==> src/rtl/mux4_rr_arbiter_pkg.sv <==
// Shared types and sizes for the 4-requester round-robin mux arbiter.
package mux4_arb_pkg;
  localparam int unsigned N_REQ          = 4;
  localparam int unsigned SEL_W          = 2;
  localparam int unsigned DATA_W_DEFAULT = 16;

  typedef enum logic {
    IDLE  = 1'b0,
    GRANT = 1'b1
  } state_e;
endpackage

==> src/rtl/mux4_rr_arbiter_if.sv <==
// Request/data/grant bundle between four requesters and the shared mux arbiter.
interface mux4_rr_arbiter_if #(
  parameter int unsigned DATA_W = 16
);
  logic [3:0]        i_req;
  logic [DATA_W-1:0] i_data_0;
  logic [DATA_W-1:0] i_data_1;
  logic [DATA_W-1:0] i_data_2;
  logic [DATA_W-1:0] i_data_3;
  logic [3:0]        o_grant;
  logic [1:0]        o_sel;
  logic              o_valid;
  logic [DATA_W-1:0] o_data;

  modport slave (
    input  i_req, i_data_0, i_data_1, i_data_2, i_data_3,
    output o_grant, o_sel, o_valid, o_data
  );

  modport master (
    output i_req, i_data_0, i_data_1, i_data_2, i_data_3,
    input  o_grant, o_sel, o_valid, o_data
  );
endinterface

==> src/rtl/mux4_rr_arbiter_rr_pick.sv <==
// Combinational rotate-priority picker: first eligible request at ptr, ptr+1, .. ptr+3.
module rr_pick
  import mux4_arb_pkg::*;
(
  input  logic [N_REQ-1:0] req_i,
  input  logic [SEL_W-1:0] ptr_i,
  input  logic [N_REQ-1:0] excl_i,
  output logic             found_o,
  output logic [SEL_W-1:0] idx_o
);
  logic [N_REQ-1:0] elig;
  logic [SEL_W-1:0] cand;

  assign elig = req_i & ~excl_i;

  // Scan from the farthest offset down so the closest-to-pointer match wins.
  always_comb begin
    found_o = 1'b0;
    idx_o   = '0;
    cand    = '0;
    for (int i = N_REQ - 1; i >= 0; i--) begin
      cand = ptr_i + SEL_W'(i);
      if (elig[cand]) begin
        found_o = 1'b1;
        idx_o   = cand;
      end
    end
  end
endmodule

==> src/rtl/mux4_rr_arbiter.sv <==
// Round-robin arbiter with bounded hold driving a registered 4:1 data mux.
// Optional MUX4_ARB_LOCK_EN adds i_lock to suspend the hold limit.
module mux4_rr_arbiter
  import mux4_arb_pkg::*;
#(
  parameter int unsigned DATA_W   = DATA_W_DEFAULT,
  parameter int unsigned MAX_HOLD = 4,
  parameter int unsigned CNT_W    = 3
) (
  input logic              i_clk,
  input logic              i_rst_n,
`ifdef MUX4_ARB_LOCK_EN
  input logic              i_lock,
`endif
  mux4_rr_arbiter_if.slave bus
);
  state_e            state_q;
  logic [N_REQ-1:0]  grant_q;
  logic [SEL_W-1:0]  sel_q;
  logic [SEL_W-1:0]  ptr_q;
  logic [CNT_W-1:0]  hold_q;
  logic              valid_q;
  logic [DATA_W-1:0] data_q;

  logic              found_any_c, found_oth_c, lock_c, cur_req_c, hold_max_c;
  logic [SEL_W-1:0]  idx_any_c, idx_oth_c;
  logic [DATA_W-1:0] data_mux_c;

`ifdef MUX4_ARB_LOCK_EN
  assign lock_c = i_lock;
`else
  assign lock_c = 1'b0;
`endif

  rr_pick u_pick_any (
    .req_i   (bus.i_req),
    .ptr_i   (ptr_q),
    .excl_i  ('0),
    .found_o (found_any_c),
    .idx_o   (idx_any_c)
  );

  rr_pick u_pick_oth (
    .req_i   (bus.i_req),
    .ptr_i   (ptr_q),
    .excl_i  (grant_q),
    .found_o (found_oth_c),
    .idx_o   (idx_oth_c)
  );

  assign cur_req_c  = |(bus.i_req & grant_q);
  assign hold_max_c = (hold_q == CNT_W'(MAX_HOLD));

  always_comb begin
    case (sel_q)
      2'd0:    data_mux_c = bus.i_data_0;
      2'd1:    data_mux_c = bus.i_data_1;
      2'd2:    data_mux_c = bus.i_data_2;
      default: data_mux_c = bus.i_data_3;
    endcase
  end

  always_ff @(posedge i_clk or negedge i_rst_n) begin
    if (!i_rst_n) begin
      state_q <= IDLE;
      grant_q <= '0;
      sel_q   <= '0;
      ptr_q   <= '0;
      hold_q  <= '0;
      valid_q <= 1'b0;
      data_q  <= '0;
    end else begin
      case (state_q)
        IDLE: begin
          valid_q <= 1'b0;
          if (found_any_c) begin
            state_q <= GRANT;
            grant_q <= N_REQ'(1) << idx_any_c;
            sel_q   <= idx_any_c;
            ptr_q   <= idx_any_c + SEL_W'(1);
            hold_q  <= CNT_W'(1);
          end
        end
        default: begin
          valid_q <= 1'b1;
          data_q  <= data_mux_c;
          // Switch when the holder is done, or it has used its slot and someone waits.
          if ((!cur_req_c || (hold_max_c && !lock_c)) && found_oth_c) begin
            grant_q <= N_REQ'(1) << idx_oth_c;
            sel_q   <= idx_oth_c;
            ptr_q   <= idx_oth_c + SEL_W'(1);
            hold_q  <= CNT_W'(1);
          end else if (!cur_req_c) begin
            state_q <= IDLE;
            grant_q <= '0;
          end else if (!hold_max_c) begin
            hold_q  <= hold_q + CNT_W'(1);
          end
        end
      endcase
    end
  end

  assign bus.o_grant = grant_q;
  assign bus.o_sel   = sel_q;
  assign bus.o_valid = valid_q;
  assign bus.o_data  = data_q;
endmodule
==> src/flat_wrapper.sv <==
// flat-port wrapper written by rule: the top's interface ports become plain ports
module mux4_rr_arbiter_flat import mux4_arb_pkg::*;
#(
  parameter int unsigned DATA_W   = DATA_W_DEFAULT,
  parameter int unsigned MAX_HOLD = 4,
  parameter int unsigned CNT_W    = 3
)
  (i_clk, i_rst_n, bus_i_req, bus_i_data_0, bus_i_data_1, bus_i_data_2, bus_i_data_3, bus_o_grant, bus_o_sel, bus_o_valid, bus_o_data);
  mux4_rr_arbiter_if #(.DATA_W(DATA_W)) bus_i ();
  input logic i_clk;
  input logic i_rst_n;
  input wire logic [$bits(bus_i.i_req)-1:0] bus_i_req;
  input wire logic [$bits(bus_i.i_data_0)-1:0] bus_i_data_0;
  input wire logic [$bits(bus_i.i_data_1)-1:0] bus_i_data_1;
  input wire logic [$bits(bus_i.i_data_2)-1:0] bus_i_data_2;
  input wire logic [$bits(bus_i.i_data_3)-1:0] bus_i_data_3;
  output wire logic [$bits(bus_i.o_grant)-1:0] bus_o_grant;
  output wire logic [$bits(bus_i.o_sel)-1:0] bus_o_sel;
  output wire logic [$bits(bus_i.o_valid)-1:0] bus_o_valid;
  output wire logic [$bits(bus_i.o_data)-1:0] bus_o_data;
  assign bus_i.i_req = bus_i_req;
  assign bus_i.i_data_0 = bus_i_data_0;
  assign bus_i.i_data_1 = bus_i_data_1;
  assign bus_i.i_data_2 = bus_i_data_2;
  assign bus_i.i_data_3 = bus_i_data_3;
  assign bus_o_grant = bus_i.o_grant;
  assign bus_o_sel = bus_i.o_sel;
  assign bus_o_valid = bus_i.o_valid;
  assign bus_o_data = bus_i.o_data;
  mux4_rr_arbiter #(.DATA_W(DATA_W), .MAX_HOLD(MAX_HOLD), .CNT_W(CNT_W)) u_core (.i_clk(i_clk), .i_rst_n(i_rst_n), .bus(bus_i));
endmodule
==> config.mk <==
export PLATFORM = sky130hd
export DESIGN_NAME = mux4_rr_arbiter_flat
export DESIGN_NICKNAME = d
export VERILOG_FILES = /design/src/rtl/mux4_rr_arbiter_pkg.sv /design/src/rtl/mux4_rr_arbiter_if.sv /design/src/rtl/mux4_rr_arbiter_rr_pick.sv /design/src/rtl/mux4_rr_arbiter.sv /design/src/flat_wrapper.sv
export SDC_FILE = /design/constraint.sdc
export NUM_CORES = 1
export LEC_CHECK = 0
export ABC_AREA = 1
export CAP_MARGIN = 20
export CORE_ASPECT_RATIO = 0.7
export CORE_MARGIN = 2
export CORE_UTILIZATION = 38
export CTS_CLUSTER_SIZE = 14
export DETAILED_ROUTE_END_ITERATION = 8
export PLACE_DENSITY = 0.76
export SYNTH_ARGS = -nofsm -noshare
export SYNTH_HDL_FRONTEND = slang
export SYNTH_SLANG_ARGS = --single-unit
==> constraint.sdc <==
create_clock -name i_clk -period 1.54 [get_ports i_clk]
set_input_delay 0.154 -clock i_clk [delete_from_list [all_inputs] [get_ports i_clk]]
set_output_delay 0.154 -clock i_clk [all_outputs]
set_load 0.02 [all_outputs]
### After elaboration in Yosys (flattened, before gate mapping)

Index checks and enable logic that the tools add are counted.
W data, S select, Z words.

| cells by class | value |
|---|---|
| add/subtract/negate cells | 6 |
| $mul | 0 |
| div/mod/pow operators | 0 |
| order comparisons | 4 |
| eq/ne operators | 7 |
| shift operators | 2 |
| multiplexer cells | 53 |
| bitwise gates (word level) | 3 |
| reductions and logical operators | 9 |

Operators with widths:

| operator | number |
|---|---|
| $pmux W16 S3 | 1 |
| $mux W2 | 14 |
| $mux W1 | 21 |
| $bmux W1 S2 | 8 |
| $mux W4 | 4 |
| $mux W3 | 5 |
| $lt A2 B3 Y1 const B | 4 |
| $ne A3 B3 Y1 const B | 3 |
| $and A4 B4 Y4 | 2 |
| $shl A1 B2 Y4 const A | 2 |
| $add A2 B1 Y2 const B | 3 |
| $add A2 B2 Y2 const B | 2 |
| $not A4 Y4 | 1 |
| $reduce_and A2 Y1 | 2 |
| $reduce_or A4 Y1 | 1 |
| $add A3 B1 Y3 const B | 1 |
| $eq A3 B3 Y1 const B | 1 |
| $reduce_and A3 Y1 | 1 |
| $eq A2 B1 Y1 const B | 1 |
| $eq A2 B2 Y1 const B | 1 |
| $logic_not A2 Y1 | 1 |
| $ne A2 B2 Y1 const B | 1 |
| $reduce_bool A2 Y1 | 1 |
| $logic_and A1 B1 Y1 | 1 |
| other kinds (2) | 2 |

| storage, ports and cells | value |
|---|---|
| register bits after elaboration | 29 |
| latch bits | 0 |
| RAM bits | 0 |
| ROM bits | 0 |
| bits of input ports | 70 |
| output and inout port bits | 23 |
| logic and storage cells | 91 |
| memories kept | 0 |

### Logic depth before layout (Yosys ltp)

Gate-level depths: netlist (run 1).

| logic depth | value |
|---|---|
| depth in word-level cells | 11 |
| gate-level depth with buffers | 15 |
| depth with buffers taken out | 14 |

### By module

From an unflattened synthesis (run 1), not the netlist that was laid out.

| second synthesis, totals | value |
|---|---|
| cells, all modules | 333 |
| area total of the unflattened synthesis | 2,115.8 um2 |

By module, submodules not included:

| module | instances | cells an instance | area an instance (um2) | sequential area each (um2) |
|---|---|---|---|---|
| mux4_rr_arbiter | 1 | 239 | 1,670.4 | 725.7 |
| rr_pick | 2 | 47 | 222.7 | 0.0 |

### Worst setup path before layout (run 1)

No wires, ideal clock.

| timing | value |
|---|---|
| path kind | register to register |
| start point | reg u_core.grant_q[2] (netlist: u_core.bus.o_grant[2]) |
| end point | reg u_core.ptr_q[1] |
| library setup time | 117 ps |
| arrival | 1,447 ps |
| required time | 1,423 ps |
| setup slack | -24 ps |
| stages on the path, launching flop included | 15 |
| buffers on the path | 0 |
| clock period less this slack | 1,564 ps |
| path through | dfrtp_1 -> inv_1 -> nand3_2 -> nand2_1 -> nand2_1 -> nand2_2 -> inv_1 -> nand2_1 -> nand2_1 -> nand2_2 -> nand3_1 -> nand2_1 -> nand2_1 -> nand3_1 -> nand2_1 |

| between the ends | value |
|---|---|
| longest elaborated chain between the ends | 11 |
| elaborated cells between the ends (all ways) | 28 |
| classes of those cells | 1 x add/sub; 1 x eq/ne; 18 x mux; 3 x bitwise; 5 x reduce/logical |

RTL lines:

| what | line | source |
|---|---|---|
| from (decl) | mux4_rr_arbiter.sv:18 | `logic [N_REQ-1:0] grant_q;` |
| from (signal assigned) | mux4_rr_arbiter.sv:78 | `grant_q <= N_REQ'(1) << idx_any_c;` |
| from (signal assigned) | mux4_rr_arbiter.sv:89 | `grant_q <= N_REQ'(1) << idx_oth_c;` |
| $not A4 Y4 | mux4_rr_arbiter_rr_pick.sv:14 | `assign elig = req_i & ~excl_i;` |
| $and A4 B4 Y4 | mux4_rr_arbiter_rr_pick.sv:14 |  |
| $bmux W1 S2 | mux4_rr_arbiter_rr_pick.sv:23 | `if (elig[cand]) begin` |
| $mux W1 (not written as such) | mux4_rr_arbiter_rr_pick.sv:23 |  |
| $mux W2 or $mux W1 (tied branches) (4 in a row) | mux4_rr_arbiter_rr_pick.sv:23 |  |
| $add A2 B1 Y2 or $logic_and A1 B1 Y1 (tied branches) | mux4_rr_arbiter.sv:91, mux4_rr_arbiter.sv:88 |  |
| $mux W2 or $ne A2 B2 Y1 (tied branches) | - |  |
| $mux W2 or $reduce_and A2 Y1 (tied branches) | - |  |
| to (signal assigned) | mux4_rr_arbiter.sv:80 | `ptr_q <= idx_any_c + SEL_W'(1);` |
| to (signal assigned) | mux4_rr_arbiter.sv:91 | `ptr_q <= idx_oth_c + SEL_W'(1);` |
| to (decl) | mux4_rr_arbiter.sv:20 | `logic [SEL_W-1:0] ptr_q;` |

Several ways; a longest one is shown, not always the timed one. The select of a mux whose other input is x is not followed.
A chain may end at the register's enable or synchronous reset.

### Worst setup path after layout (run 1)

| timing | value |
|---|---|
| start point | reg u_core.ptr_q[0] |
| end point | reg u_core.ptr_q[1] |

| between the ends | value |
|---|---|
| longest elaborated chain between the ends | 10 |
| elaborated cells between the ends (all ways) | 44 |
| classes of those cells | 5 x add/sub; 1 x eq/ne; 35 x mux; 3 x reduce/logical |

RTL lines:

| what | line | source |
|---|---|---|
| $add A2 B2 Y2 | mux4_rr_arbiter_rr_pick.sv:22 | `cand = ptr_i + SEL_W'(i);` |
| $bmux W1 S2 | mux4_rr_arbiter_rr_pick.sv:23 |  |
| $mux W1 (not written as such) | mux4_rr_arbiter_rr_pick.sv:23 |  |
| $mux W2 or $mux W1 (tied branches) (4 in a row) | mux4_rr_arbiter_rr_pick.sv:23 |  |
| $add A2 B1 Y2 (tied with other cells) | mux4_rr_arbiter.sv:80 |  |
| $mux W2 (tied with other cells) | mux4_rr_arbiter.sv:76 | `if (found_any_c) begin` |
| $mux W2 or $reduce_and A2 Y1 (tied branches) | - |  |

Several ways; a longest one is shown, not always the timed one. The select of a mux whose other input is x is not followed.

==> impl_metrics.ini, run 1 <==
[layout]
layout-drive-gt1-share = 0.274
antennaDiodeCount = 0
final_nets = 490
syn2layout_area_growth_pct = 71.2

[critical_path]
slowest_stage = dfrtp_1
crit_family = simple AND/OR/NAND/NOR gates
timing.critical_path.from_type = register
cp.buffers_inverters = 3
critPathMaxStageDelay_ps = 400
reg2reg_slack_ps = -290
critical_path.max_fanout = 10
cp_cell_sequence = buf_12, xnor2_4, nand2_2, buf_4, nand3b_1, nand2_2, nand2_2, nand2_2, inv_1, nand2_1, nand3_1, nand2_1
timing.reg2reg.worst_path_depth = 12
crit_path_frequent_cell = nand2_2
worstSetupStartpoint = u_core.ptr_q[0]
timing.setup.critical_path_class = reg -> reg
timing.rr.start = u_core.ptr_q[0]
worst_r2r_endpoint = u_core.ptr_q[1]
worstPathRequired_ps = 1710
cp-end-kind = register
critPathArrivalTime_ps = 2010

[placement]
placement.io_buffers = 92
place_ws_ps = -364
routabilityCongestion = 0.916
dpl.hpwl_um = 5680

[synthesis]
postSynthAreaPerCell_um2 = 7.26
number_of_synthesized_flops_with_an_enable_pin = 0
ys_warn_count = 0
synth_top_area_share = 0.342
synth_common_cells = 108 x nand2_1, 29 x dfrtp_1, 23 x nand3_1
postSynthCellCount = 292
syn-num-nets = 364
synth_most_common_cell = nand2_1
yosysSeqAreaShare = 0.342
top_area_cells_in_the_synthesized_netlist = dfrtp_1 34%, nand2_1 19%, a221oi_1 6.2%
synthFlopType = dfrtp_1
synth_cell_types = 37
yosys.area.top_type = dfrtp_1
async_reset_ff_frac = 1.00
synth_area_mm2 = 0.00212
ys_ff_latch = 29

[timing]
slew-limit-headroom = 0.744
post-route-worst-setup-slack_ps = -293
total_count_of_max_transition_violations_in_the_final_report = 0
final.hold.worst_slack_ps = 253
timing.fmax_mhz = 545
worstMarginPinSlew_ps = 385
final.min_clock_period_ps = 1830
rsz0062_at_grt = true
finalHoldViolCount = 0
timing.final.setup_violations = 11
post-route-period-util = 1.19
final.setup_skew_ps = 7.02

[pwr]
worst_ir_drop_vdd_mv = 1.40
clock_power_share = 0.084
p_sw_frac = 0.489
power-per-cell-area_mw_per_mm2 = 2350
comb_power_share = 0.749
power_leakage_nw = 1.67
power_switching_mw = 4.17
p_int_mw = 4.35
sequential_cell_fraction_of_total_power = 0.167

[floorplan]
start_util = 0.399
std_cell_rows = 22
core_area_mm2 = 0.00531
die_y_um = 66.5
die_width_um = 93.3
ioPinCount = 93
die_area_mm2 = 0.00620

[global_route]
grt_util_all_layers = 0.240
wire_length_of_the_first_global_routing_pass_um = 11600
antenna_found_initial = 0
via_count_of_the_first_global_routing_pass = 2464
grt_start_max_net_pins = 31
globalRouteOverflowTotal = 0

[clocking]
cts_root_buf = clkbuf_8
clk_pin_slew_ps = 70
clkLatencyLatePin_ps = 280
tritoncts = yes
cts.sink_count = 29
clock_tree.htree_level_count = 2
numCtsBuffers = 5
ctsLongestPathBuffers = 2

[detailed_routing]
drt_pre_antenna_iters = 4
first_iter_violations = 143
drt_drc_violations_left = 0
antenna_violating_nets_post_route = 0
via_count_of_the_routed_design = 2529
totalWireLength_um = 7550
via_per_inst = 5.15
wire_per_inst_um = 15.4

[run_status]
outcome = complete, but fails checks
violated_checks = negative setup slack

[worst_hold_path]
holdCritPathClass = in -> async

[run]
max_cap_viol_count = 0
[flip-flops by register name, indices dropped and copies added, names as in the netlist]
signal              flops
u_core.bus.o_data      16
u_core.bus.o_grant      4
u_core.bus.o_sel        2
u_core.bus.o_valid      1
u_core.hold_q           3
u_core.ptr_q            2
u_core.state_q          1
[through the flow]
step	util	TNS, ps	cells	power, mW	cell area (um2)
final	0.683	-2440	491	8.52	3630
after global routing	0.683	-3490	491	9.17	3630
after CTS	0.658	-1740	487	7.89	3490
after detailed placement	0.621	-3360	474	6.84	3300
after global placement	0.621	-2930	474	6.68	3300
after floorplan	-	0	292	4.85	2130
[cell usage in the layout (no fill, tap or decap), types with 5 or more instances in the layout]
master           instances
clkdlybuf4s50_1         88
inv_1                   16
dfrtp_2                  5
nand3_2                 10
a221oi_2                 7
clkbuf_8                 7
o21ai_0                 10
nand3_1                 20
a221oi_1                 8
nand2_2                 26
buf_4                   32
o21ai_1                 11
dfrtp_1                 24
nand2_1                 93
nor2_1                  11
[logic make-up after synthesis]
family          share of synthesized area
compound gates                      0.150
flops                               0.342
fa+ha+maj                          0.0118
xor+xnor                           0.0248
buf+inv                            0.0761
simple gates                        0.395
[what timing repair did]
| action | in CTS | in global routing |
|---|---|---|
| hold buffers | 0 | 0 |
| pin swaps | 9 | 3 |
| setup endpoints to repair | 15 | 26 |
| buffers inserted | 5 | 4 |
| gates resized for setup | 18 | 30 |
[power by group through the flow]
stage          Sequential, mW  Combinational [mW]  Clock, mW
3_3_place_gp             1.40                5.28          0
2_1_floorplan            1.69                3.16          0
3_5_place_dp             1.41                5.44          0
5_1_grt                  1.46                6.95      0.756
6_report                 1.43                6.38      0.712
4_1_cts                  1.41                5.76      0.718
[how the worst max path moves through the flow]
stage                                  endpoint  cells past startpoint
after CTS                 u_core.bus.o_grant[2]                     10
after detailed placement  u_core.bus.o_grant[0]                      9
final                           u_core.ptr_q[1]                     12
after global routing      u_core.bus.o_grant[0]                     10
after global placement    u_core.bus.o_grant[0]                      9
after floorplan                 u_core.ptr_q[1]                     15
[metal layers]
metal,wire [um],global-route usage,vias to the layer above
met1,3390,0.330,1216
met3,384,0.0509,8
met2,3700,0.381,75
met5,0,0,-
li1,-,-,1230
met4,70,0.0735,0
[worst register-to-register path, cell delays in order (launching register included)]
cell	delay [ps]
dfrtp_1	400
buf_12	160
xnor2_4	260
nand2_2	120
buf_4	150
nand3b_1	140
nand2_2	130
nand2_2	90
nand2_2	60
inv_1	50
nand2_1	50
nand3_1	70
nand2_1	50
[cell type report]
class                   instances  area (um2)
well taps                      72        90.1
repair buffers                130        1250
multi-input cells             229        1360
clock inverters                 1        5.00
fillers                       432        1680
clock buffers                   7        96.3
flip-flops and latches         29         732
inverters                      23        98.8
Note: power is estimated with default switching activity, not from simulation.
==> run 2: changes to the inputs <==
Settings changed: CORE_MARGIN 2 to 8, CORE_UTILIZATION 38 to 43, PLACE_DENSITY 0.76 to 0.82.
Clock period 1.54 ns to 1.8 ns, I/O delays scaled along.
==> run 2 against run 1 <==
Effect of this change:
- the flow still finishes with violations (negative setup slack)
- routed wire length is 1.3% higher
- die area rose by 20%
- global-route usage fell by 5.7 points
- worst setup slack better by 220 ps
- clock power down 24%
- cell area is 6.4% lower
- via count decreased by 2.7%
- cell count down 4.9%
- utilization rose by 3.1 points
- register-to-register slack better by 220 ps
- first-iteration DRC count is 40% higher
- combinational power is 23% lower
- largest cell class unchanged
==> impl_metrics.ini, run 2 (synthesis gave the netlist of run 1 again) <==
[critical_path]
timing.critical_path.from_type = register
timing.setup.critical_path_class = reg -> reg
critPathMaxStageDelay_ps = 440
cp.buffers_inverters = 2
worstPathRequired_ps = 1940
cp-end-kind = register
critPathArrivalTime_ps = 2010
critical_path.max_fanout = 8
crit_path_frequent_cell = nand2_2
slowest_stage = dfrtp_2
crit_family = simple AND/OR/NAND/NOR gates
cp_cell_sequence = buf_12, xnor2_4, nand2_1, nand2_2, nor2_4, nand2_2, nand3_4, buf_4, nand4_1, nand3_1

[layout]
antennaDiodeCount = 0
layoutNonFillerInstCount = 467
layout.cells.most_common = nand2_1
fillers = 364
multi_input_gate_area_in_the_final_layout_mm2 = 0.00131
seqCellArea_um2 = 727
syn2layout_area_growth_pct = 60.2
leading_cell_types_in_the_layout_fill_and_taps_excluded = 101 x nand2_1, 92 x clkdlybuf4s50_1, 28 x dfrtp_1, 21 x nand3_1, 19 x inv_1
layout-drive-gt1-share = 0.183
final_nets = 470
largest_reg_flops = 16
finish.utilization = 0.714

[detailed_routing]
wire_per_inst_um = 16.4
totalWireLength_um = 7650
antenna_violating_nets_post_route = 0
drt_pre_antenna_iters = 5
via_count_of_the_routed_design = 2461
via_per_inst = 5.27
drt_drc_violations_left = 0
first_iter_violations = 200

[clocking]
cts_root_buf = clkbuf_8
cts.sink_count = 29
numCtsBuffers = 5
clock_tree.htree_level_count = 2
ctsLongestPathBuffers = 2
cts_hold_buffers = 0
tritoncts = yes
clkLatencyLatePin_ps = 270
clk_pin_slew_ps = 60

[placement]
placement.io_buffers = 92
dpl.hpwl_um = 5660
place_ws_ps = -165
routabilityCongestion = 0.997
placed_insts = 454

[timing]
timing.final.setup_violations = 3
final.min_clock_period_ps = 1870
timing.fmax_mhz = 535
post-route-worst-setup-slack_ps = -68.5
total_count_of_max_transition_violations_in_the_final_report = 0
slew-limit-headroom = 0.534
final.setup_skew_ps = 6.56
worstMarginPinSlew_ps = 699
final.hold.worst_slack_ps = 294
post-route-period-util = 1.04
rsz0062_at_grt = true
finalHoldViolCount = 0

[floorplan]
start_util = 0.446
die_area_mm2 = 0.00747
ioPinCount = 93
std_cell_rows = 21
die_width_um = 99.9
die_y_um = 74.8
core_area_mm2 = 0.00476

[global_route]
globalRouteOverflowTotal = 0
via_count_of_the_first_global_routing_pass = 2199
grt_start_max_net_pins = 30
grt_util_all_layers = 0.183
wire_length_of_the_first_global_routing_pass_um = 10900
antenna_found_initial = 0

[pwr]
power_leakage_nw = 1.55
power-per-cell-area_mw_per_mm2 = 1960
p_total_mw = 6.65
worst_ir_drop_vdd_mv = 1.01

[run_status]
violated_checks = negative setup slack
outcome = complete, but fails checks

[run]
max_cap_viol_count = 0

[worst_hold_path]
holdCritPathClass = in -> async
==> run 2: where the power goes <==
part	internal (mW)	leakage [nW]	total, mW	switching (mW)
combinational	2.01	1.15	4.90	2.89
sequential	0.984	0.351	1.20	0.221
clock	0.303	0.0443	0.542	0.239
total	3.30	1.55	6.65	3.35
==> run 2: cell type report <==
cell class / count / area share
tap: 69 / 0.0254
timing repair buffer: 109 / 0.321
clock buffer: 7 / 0.0254
multi-input combinational: 230 / 0.386
sequential: 29 / 0.214
inverter: 23 / 0.0276
==> run 2: per-stage QoR <==
| step | instance area, um2 | setup TNS, ps |
|---|---|---|
| final | 3400 | -112 |
| after global routing | 3400 | -580 |
| after CTS | 3270 | 0 |
| after detailed placement | 3170 | -1330 |
| after global placement | 3170 | -615 |
| after floorplan | 2120 | 0 |
==> run 2: final timing paths <==
path	startpoint	slack, ps	cells past startpoint	to
min in group i_clk	u_core.state_q	420	0	u_core.bus.o_valid
max in group asynchronous	i_rst_n	1200	2	u_core.ptr_q[0]
max	u_core.ptr_q[0]	-70	10	u_core.bus.o_grant[3]
max reg2reg	u_core.ptr_q[0]	-70	10	u_core.bus.o_grant[3]
min	i_rst_n	290	2	u_core.bus.o_data[2]
min reg2reg	u_core.state_q	420	0	u_core.bus.o_valid
==> run 2: repair_timing <==
item,in CTS,in global routing
resized for setup,4,17
setup buffers,0,4
cloned,0,2
pin swaps,1,5
endpoints found under the setup margin,18,10
==> run 2: routing by layer <==
layer  track usage  vias to the layer above  share of wire
li1              -                     1198              -
met1         0.248                     1143           0.42
met2         0.289                      111           0.49
met3        0.0406                        9          0.080
met4        0.0467                        0          0.013
met5             0                        -              0
==> run 3: changes to the inputs <==
Settings changed: CORE_MARGIN 8 to unset, CORE_UTILIZATION 43 to 40, PLACE_DENSITY 0.82 to 0.77.
==> run 3 against run 2 <==
Effect of this change:
- the flow now finishes without violations
- clock power is 9.8% higher
- critical path depth is 1 higher
- cell count is 0.21% higher
- cell area is 1.8% higher
- via count is 1.4% lower
- utilization is 1.4 points lower
- largest power group unchanged
- highest routed layer unchanged
==> impl_metrics.ini, run 3 (synthesis gave the netlist of run 1 again) <==
[timing]
post-route-period-util = 0.999
timing.final.setup_violations = 0
worstMarginPinSlew_ps = 712
final.hold.worst_slack_ps = 274
final.setup_skew_ps = 5.37
final.min_clock_period_ps = 1800
finalHoldViolCount = 0
fin_setup_tns_ps = 0
slew-limit-headroom = 0.525
total_count_of_max_transition_violations_in_the_final_report = 0
rsz0062_at_grt = true
timing.fmax_mhz = 556

[placement]
dpl.hpwl_um = 5150
routabilityCongestion = 0.988
placement.io_buffers = 92
placed_insts = 454
post_dp_cell_area_mm2 = 0.00316

[pwr]
worst_ir_drop_vdd_mv = 1.02
p_sw_frac = 0.505
sequential_cell_fraction_of_total_power = 0.182
power_leakage_nw = 1.56
p_int_mw = 3.35
comb_power_share = 0.730
clock_power_share = 0.088
power-per-cell-area_mw_per_mm2 = 1960
power_switching_mw = 3.41

[detailed_routing]
drt_drc_violations_left = 0
via_per_inst = 5.18
antenna_violating_nets_post_route = 0
via_count_of_the_routed_design = 2426
first_iter_violations = 173
drt_pre_antenna_iters = 5
wire_per_inst_um = 15.3
totalWireLength_um = 7180

[layout]
syn2layout_area_growth_pct = 63.1
leading_cell_types_in_the_layout_fill_and_taps_excluded = 96 x nand2_1, 92 x clkdlybuf4s50_1, 27 x dfrtp_1, 20 x nand2_2, 18 x inv_1
finish.utilization = 0.700
layout-drive-gt1-share = 0.211
layout.cells.most_common = nand2_1
final_nets = 470
layoutNonFillerInstCount = 468
fillers = 406
largest_reg_flops = 16
fin_area_mm2 = 0.00346
antennaDiodeCount = 0

[global_route]
wire_length_of_the_first_global_routing_pass_um = 10700
globalRouteOverflowTotal = 0
via_count_of_the_first_global_routing_pass = 2250
grt_util_all_layers = 0.251
grt_start_max_net_pins = 31
antenna_found_initial = 0

[floorplan]
die_width_um = 89.0
core_area_mm2 = 0.00494
die_y_um = 62.9
ioPinCount = 93
std_cell_rows = 21
die_area_mm2 = 0.00560
start_util = 0.429

[critical_path]
cp.buffers_inverters = 2
critPathMaxStageDelay_ps = 420
critPathArrivalTime_ps = 1970
slowest_stage = dfrtp_2
timing.critical_path.from_type = register
critical_path.max_fanout = 8
worstPathRequired_ps = 1970
cp-end-kind = register
crit_path_frequent_cell = nand2_4
timing.setup.critical_path_class = reg -> reg
cp_cell_sequence = buf_12, clkinv_8, nand3_4, nand2_4, nand2_2, nand2_4, nor2_4, nand3_2, nand2_4, nand2_4, o21a_1
crit_family = simple AND/OR/NAND/NOR gates

[clocking]
tritoncts = yes
numCtsBuffers = 5
clkLatencyLatePin_ps = 290
cts_hold_buffers = 0
cts_root_buf = clkbuf_8
clk_pin_slew_ps = 60
ctsLongestPathBuffers = 2
clock_tree.htree_level_count = 2
cts.sink_count = 29

[worst_hold_path]
holdCritPathClass = in -> async

[run]
max_cap_viol_count = 0

[run_status]
outcome = completed
-- run 3: area by class of cell --
type | count | area (um2) | share of cell area
Sequential cell | 29 | 728 | 0.211
Inverter | 23 | 98.8 | 0.0286
Clock inverter | 1 | 5.00 | 0.00145
Clock buffer | 7 | 96.3 | 0.0279
Multi-Input combinational cell | 230 | 1370 | 0.395
Tap cell | 69 | 86.3 | 0.0250
Timing Repair Buffer | 109 | 1080 | 0.312
-- run 3: what timing repair did --
item / in CTS / in global routing
endpoints found under the setup margin: 7 / 10
gates resized for setup: 5 / 31
cloned: 0 / 2
buffers inserted: 0 / 4
pin swaps: 0 / 18
-- run 3: stage by stage --
step / setup slack (ps) / total power, mW
after CTS: 21.4 / 6.20
after global placement: -112 / 5.47
final: 1.02 / 6.77
after global routing: -101 / 7.29
after detailed placement: -138 / 5.53
after floorplan: 236 / 4.13
-- run 3: power groups by stage --
| stage | logic (mW) | registers, mW | clock network [mW] |
|---|---|---|---|
| after global placement | 4.28 | 1.19 | 0 |
| after global routing | 5.39 | 1.26 | 0.637 |
| after detailed placement | 4.34 | 1.20 | 0 |
| after CTS | 4.39 | 1.20 | 0.609 |
| final | 4.94 | 1.23 | 0.595 |
| after floorplan | 2.69 | 1.44 | 0 |
-- run 3: path summary, 6_finish.rpt --
check / from / endpoint / slack [ps] / cells after the start
setup / recovery: u_core.ptr_q[0] / u_core.bus.o_sel[0] / 1 / 11
hold / removal: i_rst_n / u_core.bus.o_data[4] / 270 / 2
setup reg to reg: u_core.ptr_q[0] / u_core.bus.o_sel[0] / 1 / 11
hold reg to reg: u_core.bus.o_data[13] / u_core.bus.o_data[13] / 490 / 2
max in group asynchronous: i_rst_n / u_core.ptr_q[0] / 1230 / 2
min in group i_clk: u_core.bus.o_data[13] / u_core.bus.o_data[13] / 490 / 2
-- run 3: routing by layer --
metal,vias to the layer above,share of wire,track usage
met4,0,0.024,0.0774
met5,-,0,0
met3,19,0.090,0.0687
met1,1091,0.43,0.347
li1,1189,-,-
met2,127,0.45,0.379
-- run 3: worst reg2reg max path: stages (launching register included) --
cell      delay (ps)
dfrtp_2          420
buf_12           170
clkinv_8          90
nand3_4           80
nand2_4           70
nand2_2           90
nand2_4           60
nor2_4           150
nand3_2          120
nand2_4          140
nand2_4           90
o21a_1           200
